<file path="config.mk">
export PLATFORM = sky130hd
export DESIGN_NAME = seq_div16
export DESIGN_NICKNAME = d
export VERILOG_FILES = /design/src/rtl/seq_div16.sv
export SDC_FILE = /design/constraint.sdc
export NUM_CORES = 1
export LEC_CHECK = 0
export CORE_ASPECT_RATIO = 0.7
export CORE_MARGIN = 2
export CORE_UTILIZATION = 55
export DETAILED_ROUTE_END_ITERATION = 8
export GPL_ROUTABILITY_DRIVEN = 0
export MAX_ROUTING_LAYER = met4
export PLACE_DENSITY = 0.82
export SLEW_MARGIN = 30
export SYNTH_ARGS = -nofsm -noshare
export SYNTH_HDL_FRONTEND = slang
export SYNTH_SLANG_ARGS = --single-unit
</file>
<file path="constraint.sdc">
create_clock -name clk -period 3.4 [get_ports clk]
set_input_delay 0.34 -clock clk [delete_from_list [all_inputs] [get_ports clk]]
set_output_delay 0.34 -clock clk [all_outputs]
set_load 0.01 [all_outputs]
</file>
<file path="src/rtl/seq_div16.sv">
// seq_div16: multi-cycle restoring divider, one quotient bit per clock.
// Define SEQ_DIV16_SIGNED_EN for two's-complement truncating division.
module seq_div16 #(
  parameter int WIDTH = 16
) (
  input  logic             clk,
  input  logic             rst_n,
  input  logic             start,
  input  logic [WIDTH-1:0] dividend,
  input  logic [WIDTH-1:0] divisor,
  output logic             busy,
  output logic             done,
  output logic [WIDTH-1:0] quotient,
  output logic [WIDTH-1:0] remainder,
  output logic             div_by_zero,
  output logic             zero,
  output logic             overflow
);

  localparam int CW = (WIDTH > 2) ? $clog2(WIDTH) : 1;

  typedef enum logic [1:0] {
    IDLE = 2'd0,
    RUN  = 2'd1,
    ZDIV = 2'd2
  } state_t;

  state_t state_q, state_d;

  logic [WIDTH:0]   r_q, r_d;
  logic [WIDTH-1:0] q_q, q_d;
  logic [CW-1:0]    cnt_q, cnt_d;
  logic [WIDTH-1:0] dvs_q, dvs_d;
  logic [WIDTH-1:0] quot_q, quot_d;
  logic [WIDTH-1:0] rem_q, rem_d;
  logic             dbz_q, dbz_d;
  logic             zero_q, zero_d;
  logic             ovf_q, ovf_d;
  logic             done_q, done_d;

  logic             div0;
  logic [WIDTH:0]   shift;
  logic [WIDTH:0]   trial;
  logic             fit;
  logic [WIDTH:0]   r_nx;
  logic [WIDTH-1:0] q_nx;
  logic [WIDTH-1:0] dvd_mag;
  logic [WIDTH-1:0] dvs_mag;
  logic [WIDTH-1:0] q_res;
  logic [WIDTH-1:0] r_res;
  logic             ovf_res;

`ifdef SEQ_DIV16_SIGNED_EN
  logic qneg_q, qneg_d;
  logic rneg_q, rneg_d;
  logic sovf_q, sovf_d;
  logic min_neg1;

  assign dvd_mag  = dividend[WIDTH-1] ? -dividend : dividend;
  assign dvs_mag  = divisor[WIDTH-1]  ? -divisor  : divisor;
  assign min_neg1 = (dividend == {1'b1, {(WIDTH-1){1'b0}}})
                  && (divisor == {WIDTH{1'b1}});
  assign q_res    = qneg_q ? -q_nx : q_nx;
  assign r_res    = rneg_q ? -r_nx[WIDTH-1:0] : r_nx[WIDTH-1:0];
  assign ovf_res  = sovf_q;
`else
  assign dvd_mag  = dividend;
  assign dvs_mag  = divisor;
  assign q_res    = q_nx;
  assign r_res    = r_nx[WIDTH-1:0];
  assign ovf_res  = 1'b0;
`endif

  assign div0  = (divisor == '0);
  assign shift = {r_q[WIDTH-1:0], q_q[WIDTH-1]};
  assign trial = shift - {1'b0, dvs_q};
  assign fit   = ~trial[WIDTH];
  assign r_nx  = fit ? trial : shift;
  assign q_nx  = {q_q[WIDTH-2:0], fit};

  always_ff @(posedge clk or negedge rst_n) begin
    if (!rst_n) begin
      state_q <= IDLE;
    end else begin
      state_q <= state_d;
    end
  end

  always_comb begin
    state_d = state_q;
    unique case (state_q)
      IDLE: begin
        if (start) state_d = div0 ? ZDIV : RUN;
      end
      RUN: begin
        if (cnt_q == '0) state_d = IDLE;
      end
      ZDIV: state_d = IDLE;
      default: state_d = IDLE;
    endcase
  end

  always_comb begin
    r_d    = r_q;
    q_d    = q_q;
    cnt_d  = cnt_q;
    dvs_d  = dvs_q;
    quot_d = quot_q;
    rem_d  = rem_q;
    dbz_d  = dbz_q;
    zero_d = zero_q;
    ovf_d  = ovf_q;
    done_d = 1'b0;
`ifdef SEQ_DIV16_SIGNED_EN
    qneg_d = qneg_q;
    rneg_d = rneg_q;
    sovf_d = sovf_q;
`endif
    unique case (1'b1)
      (state_q == IDLE): begin
        if (start) begin
          r_d   = '0;
          cnt_d = CW'(WIDTH-1);
          dvs_d = dvs_mag;
          // a zero divisor keeps the raw dividend for the remainder
          q_d   = div0 ? dividend : dvd_mag;
`ifdef SEQ_DIV16_SIGNED_EN
          qneg_d = dividend[WIDTH-1] ^ divisor[WIDTH-1];
          rneg_d = dividend[WIDTH-1];
          sovf_d = min_neg1;
`endif
        end
      end
      (state_q == RUN): begin
        r_d   = r_nx;
        q_d   = q_nx;
        cnt_d = cnt_q - CW'(1);
        if (cnt_q == '0) begin
          quot_d = q_res;
          rem_d  = r_res;
          dbz_d  = 1'b0;
          zero_d = (q_res == '0);
          ovf_d  = ovf_res;
          done_d = 1'b1;
        end
      end
      (state_q == ZDIV): begin
        quot_d = '1;
        rem_d  = q_q;
        dbz_d  = 1'b1;
        zero_d = 1'b0;
        ovf_d  = 1'b0;
        done_d = 1'b1;
      end
      default: begin
        done_d = 1'b0;
      end
    endcase
  end

  always_ff @(posedge clk or negedge rst_n) begin
    if (!rst_n) begin
      r_q    <= '0;
      q_q    <= '0;
      cnt_q  <= '0;
      dvs_q  <= '0;
      quot_q <= '0;
      rem_q  <= '0;
      dbz_q  <= 1'b0;
      zero_q <= 1'b0;
      ovf_q  <= 1'b0;
      done_q <= 1'b0;
    end else begin
      r_q    <= r_d;
      q_q    <= q_d;
      cnt_q  <= cnt_d;
      dvs_q  <= dvs_d;
      quot_q <= quot_d;
      rem_q  <= rem_d;
      dbz_q  <= dbz_d;
      zero_q <= zero_d;
      ovf_q  <= ovf_d;
      done_q <= done_d;
    end
  end

`ifdef SEQ_DIV16_SIGNED_EN
  always_ff @(posedge clk or negedge rst_n) begin
    if (!rst_n) begin
      qneg_q <= 1'b0;
      rneg_q <= 1'b0;
      sovf_q <= 1'b0;
    end else begin
      qneg_q <= qneg_d;
      rneg_q <= rneg_d;
      sovf_q <= sovf_d;
    end
  end
`endif

  always_comb begin
    busy        = (state_q != IDLE);
    done        = done_q;
    quotient    = quot_q;
    remainder   = rem_q;
    div_by_zero = dbz_q;
    zero        = zero_q;
    overflow    = ovf_q;
  end

endmodule
</file>
# Word level (Yosys, flattened, before mapping)
# Cells that the tools add are included.
[totals]
ff_bits = 90
inputBits = 35
elab_cells = 51
[op_classes]
addsub = 2
eq_ne = 4
muxes = 22
bitwise_logic = 1
n_reduce_logical = 11
[ops]
columns = ["op", "n"]
rows = [
  ["$pmux W16 S2", 4],
  ["$mux W16", 5],
  ["$logic_not A16 Y1", 2],
  ["$sub A17 B16 Y17", 1],
  ["$pmux W1 S2", 4],
  ["$pmux W4 S2", 1],
  ["$reduce_and A2 Y1", 4],
  ["$mux W2", 3],
  ["$reduce_bool A2 Y1", 3],
  ["$logic_not A4 Y1", 1],
  ["$mux W4", 1],
  ["$ne A2 B2 Y1 const B", 2],
  ["$pmux W2 S2", 1],
  ["$sub A4 B1 Y4 const B", 1],
  ["$mux W1", 3],
  ["$eq A2 B1 Y1 const B", 1],
  ["$eq A2 B2 Y1 const B", 1],
  ["$logic_not A2 Y1", 1],
  ["$not A1 Y1", 1],
]

# Logic depth before layout (Yosys ltp)
# Gate-level depths: netlist of run 1.
[depth]
ltp_word = 5
ltp_mapped = 11
mapped_depth_nobuf = 10

# Least setup slack after synthesis of run 1
# Ideal clock, no wire load.
[synth_timing]
path_kind = "register to register"
startpoint = "register q_q[15]"
endpoint = "register rem_q[1] (netlist: remainder[1])"
setup_time_ns = 0.083
arrival_time_ns = 2.517
path_slack_ns = 0.800
stages_incl_launch_ff = 12
synth_period_minus_slack_ns = 2.600
cell_sequence = "dfrtp_1 inv_1 ha_1 fa_1 nand2b_1 a21oi_2 o211a_4 o21ai_2 a221oi_2 buf_6 mux2_4 o21ai_0"
[synth_between]
elab_chain_len = 4
[synth_rtl]
columns = ["element", "line", "text"]
rows = [
  ["start, declared", "31", "logic [WIDTH-1:0] q_q, q_d;"],
  ["start signal, assigned", "175", "q_q <= q_d;"],
  ["$sub A17 B16 Y17", "76", "assign trial = shift - {1'b0, dvs_q};"],
  ["$mux W16", "78", "assign r_nx = fit ? trial : shift;"],
  ["$mux W16", "138", "if (cnt_q == '0) begin"],
  ["$pmux W16 S2", "119", "unique case (1'b1)"],
  ["end signal, assigned", "179", "rem_q <= rem_d;"],
  ["end, declared", "35", "logic [WIDTH-1:0] rem_q, rem_d;"],
]
# Every way passes these cells. The select of a mux whose other input is x is not followed.
# A chain may end at the register's enable or synchronous reset.

# Worst setup path in the final report of run 1
[layout_timing]
startpoint = "register q_q[15]"
endpoint = "register r_q[1]"
[layout_between]
elab_chain_len = 3
[layout_rtl]
columns = ["element", "line", "text"]
rows = [
  ["$sub A17 B16 Y17", "76", ""],
  ["$mux W16", "78", ""],
  ["$pmux W16 S2", "119", ""],
  ["end signal, assigned", "174", "r_q <= r_d;"],
  ["end, declared", "30", "logic [WIDTH:0] r_q, r_d;"],
]
# Every way passes these cells.

==> out/qor.csv, run 1 <==
metric,value,unit
synth_cells,474,
post-route-min-period,2.96,ns
synth_area_leader_cell,dfrtp_1,
grt_use_total,0.285,
htree_levels,3,
io_buffers,70,
cts_tree,done,
chipHeight,82.1,um
relSlewSlack,0.458,
syn-num-nets,530,
wirelength,12.2,mm
ys.flop_type,dfrtp_1,
synth-async-reset-ratio,1.00,
critPathLaunchType,flop,
drc,0,
startpoint,q_q[15]$_DFFE_PN0P_,
synth-edff-count,0,
slew_violations,0,
nets,589,
min_path_type,in -> async,
critPathArrivalTime,3.21,ns
dr.pass1.iters,5,
criticalPathCategory,reg -> reg,
place_area,0.00556,mm2
r2r-end,r_q[1]$_DFFE_PN0P_,
synth.top_cell.area_share,0.465,
vias_per_cell,5.97,
required,3.65,ns
grt_max_degree,90,
core,0.00844,mm2
avgSynthCellArea,10.1,um2
cp_slowest_cell,fa_1,
end_kind,flop,
max_cap_violations,0,
path_clk_slew,0.06,ns
rrSetupSlack,0.44,ns
post_drt_wl_per_cell,18.5,um
setup-tns-final,0,ns
grt_antenna_before_repair,0,
cts_hold_buf,0,
reg2reg_depth,11,
cts_made_buffers,9,
crit_fanout,20,
r2r_start,q_q[15]$_DFFE_PN0P_,
report.power.total,4.57,mW
ys_ff_latch,89,
max_stage_delay,0.40,ns
place_hpwl,8.44,mm
first_global_vias,3802,
fin_area,0.00585,mm2
hold_violations,0,
synth_common_cells,"89 x dfrtp_1, 55 x nand2_1, 29 x mux2i_1",
clkLatencyLatePin,0.34,ns
crit_chain,inv_1 > ha_1 > fa_1 > nand2b_1 > a21oi_2 > o211a_4 > o21ai_2 > a221oi_2 > buf_4 > mux2_4 > o21ai_1,
skew,0.00380,ns
cts_post_setup_buffers_inserted,0,
grt_pass1_wl,19.9,mm
status,"finished, final reports clean",
ant_nets,0,
vias,3927,
power_leakage,2.54,nW
rsz0062_at_grt,no,
cts_sinks,89,
io_pins,72,
synthMostInstantiatedCell,dfrtp_1,
clk_root_buffer_cell,clkbuf_16,
pwr_density_cell,781,mW/mm2
antenna_cells,0,
seq_area_frac_synth,0.465,
fmax,337,MHz
ir_drop,0.405,mV
die_w,116,um
synth_area,0.00479,mm2
drive_gt1_frac,0.0948,
period_share,0.872,
yosysWarnings,0,
std_cell_rows,28,
setup_violations,0,
syn_to_final_growth,22.1,%
synth_area_leaders,"dfrtp_1 46%, mux2i_1 6.1%, ha_1 5.2%",
clock_path_buffers,2,
ctsResizeCount,0,
first_iter_violations,271,
dieArea,0.00948,mm2
synth_cell_types,55,
tightest_slew,0.814,ns
gr-total-overflow,0,
start_util,0.567,
==> through the flow <==
step,instances,util,setup WS [ns],hold slack (ns)
floorplan,474,-,0.800,0.0444
finish,658,0.693,0.436,0.0389
CTS,658,0.693,0.460,0.0983
global route,658,0.693,0.297,0.133
detailed placement,642,0.658,0.467,0.464
global placement,642,0.658,0.603,0.462
==> state kept, by name, indices dropped and copies added, names as in the netlist, 2 cells and up <==
| signal | cells |
|---|---|
| cnt_q | 4 |
| dvs_q | 16 |
| q_q | 16 |
| quotient | 16 |
| r_q | 16 |
| remainder | 16 |
| state_q | 2 |
==> layer usage <==
metal  wire [um]  vias up  track usage
met5           0        -            -
met4         229        0       0.0783
met3         826       25       0.0827
met2        5430      138        0.422
met1        5700     1922        0.387
li1            -     1842            -
==> cell usage in the layout, fill, tap and decap left out, types with 4 or more instances in the layout <==
cell type | synthesis | final
ha_1 | 20 | 20
buf_4 | 2 | 5
mux2i_1 | 29 | 29
xnor2_1 | 8 | 8
a21oi_1 | 17 | 17
nor4_1 | 8 | 8
inv_1 | 25 | 25
nand3_1 | 4 | 4
dfrtp_1 | 89 | 89
clkbuf_16 | 0 | 9
clkdlybuf4s50_1 | 0 | 69
o21ai_1 | 28 | 28
a22oi_1 | 17 | 17
a221o_1 | 14 | 14
nand2_1 | 55 | 55
o21ai_0 | 28 | 26
and2_2 | 3 | 4
clkbuf_1 | 20 | 4
mux2_2 | 17 | 17
nor3_1 | 4 | 4
nor2_1 | 18 | 18
nand2b_1 | 5 | 5
o21a_1 | 6 | 6
o21ai_2 | 2 | 4
==> kinds of logic after synthesis <==
logic type               synth area share
AO/OA/AOI/OAI                       0.195
XOR/XNOR                           0.0201
adder cells (fa/ha/maj)            0.0564
buffers and inverters              0.0467
flip-flops                          0.465
multiplexers                        0.107
other                            0.000783
AND/OR/NAND/NOR                     0.109
==> worst max path at each step <==
stage                                to  slack [ns]  cells past startpoint
4_1_cts              r_q[1]$_DFFE_PN0P_        0.46                     11
2_1_floorplan  remainder[1]$_DFFE_PN0P_        0.80                     11
3_5_place_dp         r_q[1]$_DFFE_PN0P_        0.47                     11
6_report             r_q[1]$_DFFE_PN0P_        0.44                     11
5_1_grt        remainder[1]$_DFFE_PN0P_        0.30                     11
3_3_place_gp   remainder[1]$_DFFE_PN0P_        0.60                     11
==> worst max-delay path, delay by kind of cell, from the launching register on <==
kind                     cells  cell delay [ns]
multiplexers                 1             0.35
buffers and inverters        2             0.42
adder cells (fa/ha/maj)      2             0.63
flip-flops                   1             0.38
AO/OA/AOI/OAI                5             0.90
AND/OR/NAND/NOR              1             0.19
==> layout make-up <==
cell class | instances | area (um2)
Fill cell | 639 | 2590
Multi-Input combinational cell | 333 | 2350
Sequential cell | 89 | 2230
Timing Repair Buffer | 75 | 739
Clock buffer | 14 | 254
Tap cell | 120 | 150
Inverter | 25 | 93.8
Clock inverter | 2 | 37.5
==> where the power goes <==
part / total, mW / internal [mW] / leakage (nW) / switching, mW
logic: 1.97 / 0.821 / 1.26 / 1.15
registers: 1.59 / 1.31 / 1.15 / 0.278
clock network: 1.01 / 0.592 / 0.137 / 0.414
total: 4.57 / 2.73 / 2.54 / 1.84
Power figures use the tool's default switching activity.
==> run 2, diff against run 1 <==
HOLD_SLACK_MARGIN = 0.03   (was not set)
MAX_ROUTING_LAYER = not set   (was met4)
==> run 2 against run 1 <==
Routed wire length up 0.18%. Sequential share of layout area unchanged. Register-to-register slack about the same. Worst hold slack worse by 0.0052 ns. Sequential power about the same. Non-clock buffer count unchanged. Fmax about the same. Sequential cell count unchanged. Critical endpoint unchanged. Largest power group unchanged.
==> out/qor.csv, run 2 (synthesized netlist as in run 1, its figures left out) <==
metric,value,unit,change
status,"finished, final reports clean",,
drc,0,,unchanged
layout_commonest_cell,dfrtp_1,,
place_ws,0.467,ns,unchanged
cts_sinks,89,,unchanged
slew_violations,0,,unchanged
grt_use_total,0.277,,-0.00864
nets,589,,unchanged
place_hpwl,8.44,mm,unchanged
tightest_slew,0.812,ns,-0.00124 ns
std_cell_rows,28,,unchanged
ir_drop,0.405,mV,about the same
period_share,0.872,,about the same
cts_post_setup_buffers_inserted,0,,unchanged
required,3.65,ns,about the same
vias_per_cell,5.99,,+0.33%
ant_nets,0,,unchanged
path_clk_slew,0.06,ns,about the same
first_iter_violations,316,,+17%
cp_slowest_cell,fa_1,,
dr.pass1.iters,5,,unchanged
end_kind,flop,,
io_buffers,70,,unchanged
r2r_start,q_q[15]$_DFFE_PN0P_,,
setup_violations,0,,unchanged
criticalPathCategory,reg -> reg,,
skew,0.00489,ns,+0.00109 ns
gr-total-overflow,0,,unchanged
die_w,116,um,unchanged
cts_hold_buf,0,,unchanged
reg2reg_depth,11,,unchanged
setup_ws,0.435,ns,-0.00126 ns
core,0.00844,mm2,unchanged
first_global_vias,3802,,unchanged
seqCellArea,0.00223,mm2,unchanged
power_leakage,2.54,nW,unchanged
fill_cells,639,,unchanged
syn_to_final_growth,22.1,%,unchanged
cts_tree,done,,
grt_antenna_before_repair,0,,unchanged
max_stage_delay,0.40,ns,about the same
max_cap_violations,0,,unchanged
clock_path_buffers,2,,unchanged
grt_pass1_wl,19.9,mm,-0.14%
drive_gt1_frac,0.0948,,unchanged
antenna_cells,0,,unchanged
htree_levels,3,,unchanged
clk_root_buffer_cell,clkbuf_16,,
ctsResizeCount,0,,unchanged
pwr_density_cell,782,mW/mm2,about the same
cts_made_buffers,9,,unchanged
rsz0062_at_grt,no,,
fmax,337,MHz,about the same
start_util,0.567,,unchanged
io_pins,72,,unchanged
post_drt_wl_per_cell,18.6,um,+0.18%
hold_violations,0,,unchanged
post-route-min-period,2.97,ns,+0.00126 ns
relSlewSlack,0.458,,+0.000825
chipHeight,82.1,um,unchanged
rrSetupSlack,0.43,ns,about the same
utilization,0.693,,unchanged
grt_max_degree,90,,unchanged
critPathLaunchType,flop,,
critPathArrivalTime,3.22,ns,about the same
setup-tns-final,0,ns,unchanged
final_cell_mix,"89 x dfrtp_1, 69 x clkdlybuf4s50_1, 55 x nand2_1, 29 x mux2i_1, 28 x o21ai_1",,
multi_input_area,0.00235,mm2,unchanged
dieArea,0.00948,mm2,unchanged
clkLatencyLatePin,0.35,ns,about the same
crit_fanout,20,,unchanged
crit_chain,inv_1 > ha_1 > fa_1 > nand2b_1 > a21oi_2 > o211a_4 > o21ai_2 > a221oi_2 > buf_4 > mux2_4 > o21ai_1,,
wirelength,12.2,mm,+0.18%
r2r-end,r_q[1]$_DFFE_PN0P_,,
min_path_type,in -> async,,
vias,3940,,+0.33%
## run 2: stage by stage
step                cell area (um2)  std cells  hold WS [ns]  total power, mW
floorplan                      4790        474        0.0444             3.02
global placement               5550        642         0.462             3.46
CTS                            5850        658        0.0983             4.55
finish                         5850        658        0.0337             4.57
global route                   5850        658         0.131             4.87
detailed placement             5560        642         0.464             3.54
## run 2: area by class of cell
cell class              instances  area share
flip-flops and latches         89       0.381
repair buffers                 75       0.126
clock buffers                  14      0.0434
clock inverters                 2     0.00642
well taps                     120      0.0257
inverters                      25      0.0160
multi-input cells             333       0.401
## run 2: how the worst max path moves through the flow
| stage | cells after the start | to | slack, ns | from |
|---|---|---|---|---|
| final | 11 | r_q[1]$_DFFE_PN0P_ | 0.43 | q_q[15]$_DFFE_PN0P_ |
| after global routing | 11 | remainder[1]$_DFFE_PN0P_ | 0.30 | q_q[15]$_DFFE_PN0P_ |
| after CTS | 11 | r_q[1]$_DFFE_PN0P_ | 0.46 | q_q[15]$_DFFE_PN0P_ |
| after detailed placement | 11 | r_q[1]$_DFFE_PN0P_ | 0.47 | q_q[15]$_DFFE_PN0P_ |
| after global placement | 11 | remainder[1]$_DFFE_PN0P_ | 0.60 | q_q[15]$_DFFE_PN0P_ |
| after floorplan | 11 | remainder[1]$_DFFE_PN0P_ | 0.80 | q_q[15]$_DFFE_PN0P_ |
## run 2: report_power, final
group          switching (mW)  internal, mW
logic                    1.15         0.821
registers               0.281          1.31
clock network           0.415         0.592
## run 2: metal layers
layer | GRT usage | share of wire | vias to the layer above
met4 | 0.0783 | 0.016 | 0
li1 | - | - | 1832
met2 | 0.422 | 0.45 | 150
met5 | 0 | 0 | -
met3 | 0.0834 | 0.077 | 18
met1 | 0.385 | 0.46 | 1940
## run 2: worst max-delay path: cells and delay by family, from the launching register on
family | cells | cell delay, ns
buffers and inverters | 2 | 0.42
adder cells (fa/ha/maj) | 2 | 0.63
multiplexers | 1 | 0.35
AND/OR/NAND/NOR | 1 | 0.19
AO/OA/AOI/OAI | 5 | 0.89
flip-flops | 1 | 0.38
==> run 3, diff against run 2 <==
RECOVER_POWER = 25   (was not set)
SLEW_MARGIN = not set   (was 30)
==> run 3 against run 2 <==
The flow now finishes with violations (capacitance limit, slew limit). Sequential cell count is the same. Clock skew shrank 0.0011 ns. Count of clock-buffer cells in the layout is the same. Die area is the same. Largest cell class unchanged.
==> out/qor.csv, run 3 (synthesized netlist as in run 1, its figures left out) <==
metric,value,unit,change
status,"finished, violations left",,
violations,"capacitance limit, slew limit",,
ant_nets,0,,unchanged
wirelength,12.4,mm,+1.4%
syn_to_final_growth,21.7,%,
drt-met1-wl,5.63,mm,+1.3%
grt_pass1_wl,20.3,mm,+2.2%
hold_violations,0,,unchanged
start_util,0.567,,unchanged
dpl.cell_count,642,,unchanged
min_path_cells,1,,
cts_hold_buf,0,,unchanged
die_w,116,um,unchanged
gr-total-overflow,0,,unchanged
skew,0.00383,ns,-0.00107 ns
cts_tree,done,,
p_int,2.67,mW,-1.9%
cts_made_buffers,9,,unchanged
hold_slack,0.485,ns,+0.451 ns
hold_start,div_by_zero$_DFFE_PN0P_,,
path_clk_slew,0.06,ns,about the same
min_path_type,reg -> reg,,
ir_drop,0.408,mV,+0.57%
period_share,0.881,,+0.00868
relSlewSlack,-0.436,,-0.894
routed-wl-met3,829,um,-11%
core,0.00844,mm2,unchanged
grt_antenna_before_repair,0,,unchanged
clock_path_buffers,2,,unchanged
end_kind,flop,,
first_global_vias,3870,,+1.8%
cts_post_setup_buffers_inserted,0,,unchanged
cts_sinks,89,,unchanged
grt_max_degree,90,,unchanged
antenna_cells,0,,unchanged
post_drt_wl_per_cell,18.8,um,+1.4%
slew_violations,90,,+90
crit_fanout,20,,unchanged
dr.pass1.iters,5,,unchanged
grt_use_total,0.282,,+0.00486
dieArea,0.00948,mm2,unchanged
tightest_slew,2.15,ns,+1.34 ns
vias_per_cell,6.03,,+0.76%
min_to,div_by_zero$_DFFE_PN0P_,,
critPathLaunchType,flop,,
drive_gt1_frac,0.0948,,unchanged
layout_commonest_cell,dfrtp_1,,
switching_share,0.412,,+0.00876
setup-tns-final,0,ns,unchanged
fmax,334,MHz,-0.99%
io_buffers,70,,unchanged
top_layer,met4,,
chipHeight,82.1,um,unchanged
place_hpwl,8.48,mm,+0.48%
power_frac_comb,0.439,,+0.008
p_clk_frac,0.210,,-0.010
ctsResizeCount,0,,unchanged
setup_ws,0.405,ns,-0.0295 ns
max_cap_violations,1,,+1
criticalPathCategory,reg -> reg,,
reg2reg_depth,11,,unchanged
std_cell_rows,28,,unchanged
post-route-min-period,2.99,ns,+0.0295 ns
drc,0,,unchanged
clk_root_buffer_cell,clkbuf_16,,
io_pins,72,,unchanged
vias,3970,,+0.76%
final_cell_mix,"89 x dfrtp_1, 69 x clkdlybuf4s50_1, 55 x nand2_1, 29 x mux2i_1, 28 x o21ai_1",,
required,3.66,ns,about the same
critPathArrivalTime,3.25,ns,+0.03 ns
pwr_density_cell,781,mW/mm2,-0.10%
p_switching,1.88,mW,+1.7%
share_seq_of_total_power,0.351,,+0.002
clkLatencyLatePin,0.35,ns,about the same
r2r_start,q_q[15]$_DFFE_PN0P_,,
rsz0062_at_grt,no,,
first_iter_violations,298,,-5.7%
setup_violations,0,,unchanged
power_leakage,2.54,nW,-0.27%
htree_levels,3,,unchanged
rrSetupSlack,0.41,ns,-0.03 ns
r2r-end,r_q[1]$_DFFE_PN0P_,,
nets,589,,unchanged
place_ws,0.466,ns,-0.00141 ns
finalNonFillerCells,658,,unchanged
met2WireLength,5.70,mm,+3.3%
run 3: cell count changes in the layout (fill, tap and decap cells not counted):
| cell | previous run | this run |
|---|---|---|
| clkbuf_8 | 1 | 2 |
| and2_2 | 4 | 3 |
| bufinv_16 | 1 | 0 |
| clkbuf_1 | 4 | 3 |
| clkinv_2 | 0 | 1 |
| and2_1 | 2 | 3 |
| buf_6 | 1 | 0 |
| clkbuf_2 | 0 | 1 |
run 3: worst max-delay path by stage:
stage	start	endpoint	slack [ns]	cells after the start
6_report	q_q[15]$_DFFE_PN0P_	r_q[1]$_DFFE_PN0P_	0.41	11
5_1_grt	q_q[15]$_DFFE_PN0P_	r_q[10]$_DFFE_PN0P_	0.25	11
4_1_cts	q_q[15]$_DFFE_PN0P_	r_q[1]$_DFFE_PN0P_	0.42	11
3_5_place_dp	q_q[15]$_DFFE_PN0P_	r_q[1]$_DFFE_PN0P_	0.47	11
3_3_place_gp	q_q[15]$_DFFE_PN0P_	remainder[1]$_DFFE_PN0P_	0.60	11
2_1_floorplan	q_q[15]$_DFFE_PN0P_	remainder[1]$_DFFE_PN0P_	0.80	11
run 3: stage by stage:
stage,power [mW],area [um2],util
after global placement,3.46,5550,0.658
after CTS,4.52,5830,0.691
after floorplan,3.02,4790,-
after global routing,4.84,5830,0.690
final,4.55,5830,0.690
after detailed placement,3.54,5550,0.658
run 3: power groups by stage:
stage          combinational, mW  sequential (mW)  clock [mW]
6_report                    2.00             1.60       0.954
4_1_cts                     1.97             1.59       0.960
5_1_grt                     2.20             1.63        1.00
3_5_place_dp                1.94             1.60           0
3_3_place_gp                1.87             1.59           0
2_1_floorplan               1.53             1.50           0
run 3: critical path, stage by stage, from the launching register on:
cell and delay (ns):
dfrtp_1 0.38, inv_1 0.07, ha_1 0.22, fa_1 0.41, nand2b_1 0.21, a21oi_2 0.20, o211a_4 0.23, o21ai_2 0.07
a221oi_2 0.23, buf_4 0.35, mux2_4 0.35, o21ai_1 0.16
run 3: area by class of cell:
cell class | count | area (um2)
Clock buffer | 14 | 264
Clock inverter | 2 | 12.5
Fill cell | 638 | 2620
Inverter | 25 | 93.8
Multi-Input combinational cell | 333 | 2350
Sequential cell | 89 | 2230
Tap cell | 120 | 150
Timing Repair Buffer | 75 | 733
run 3: per-layer routing:
metal  track usage  up-vias
li1              -     1832
met1         0.400     1969
met2         0.429      144
met3        0.0672       25
met4        0.0892        0
met5             0        -
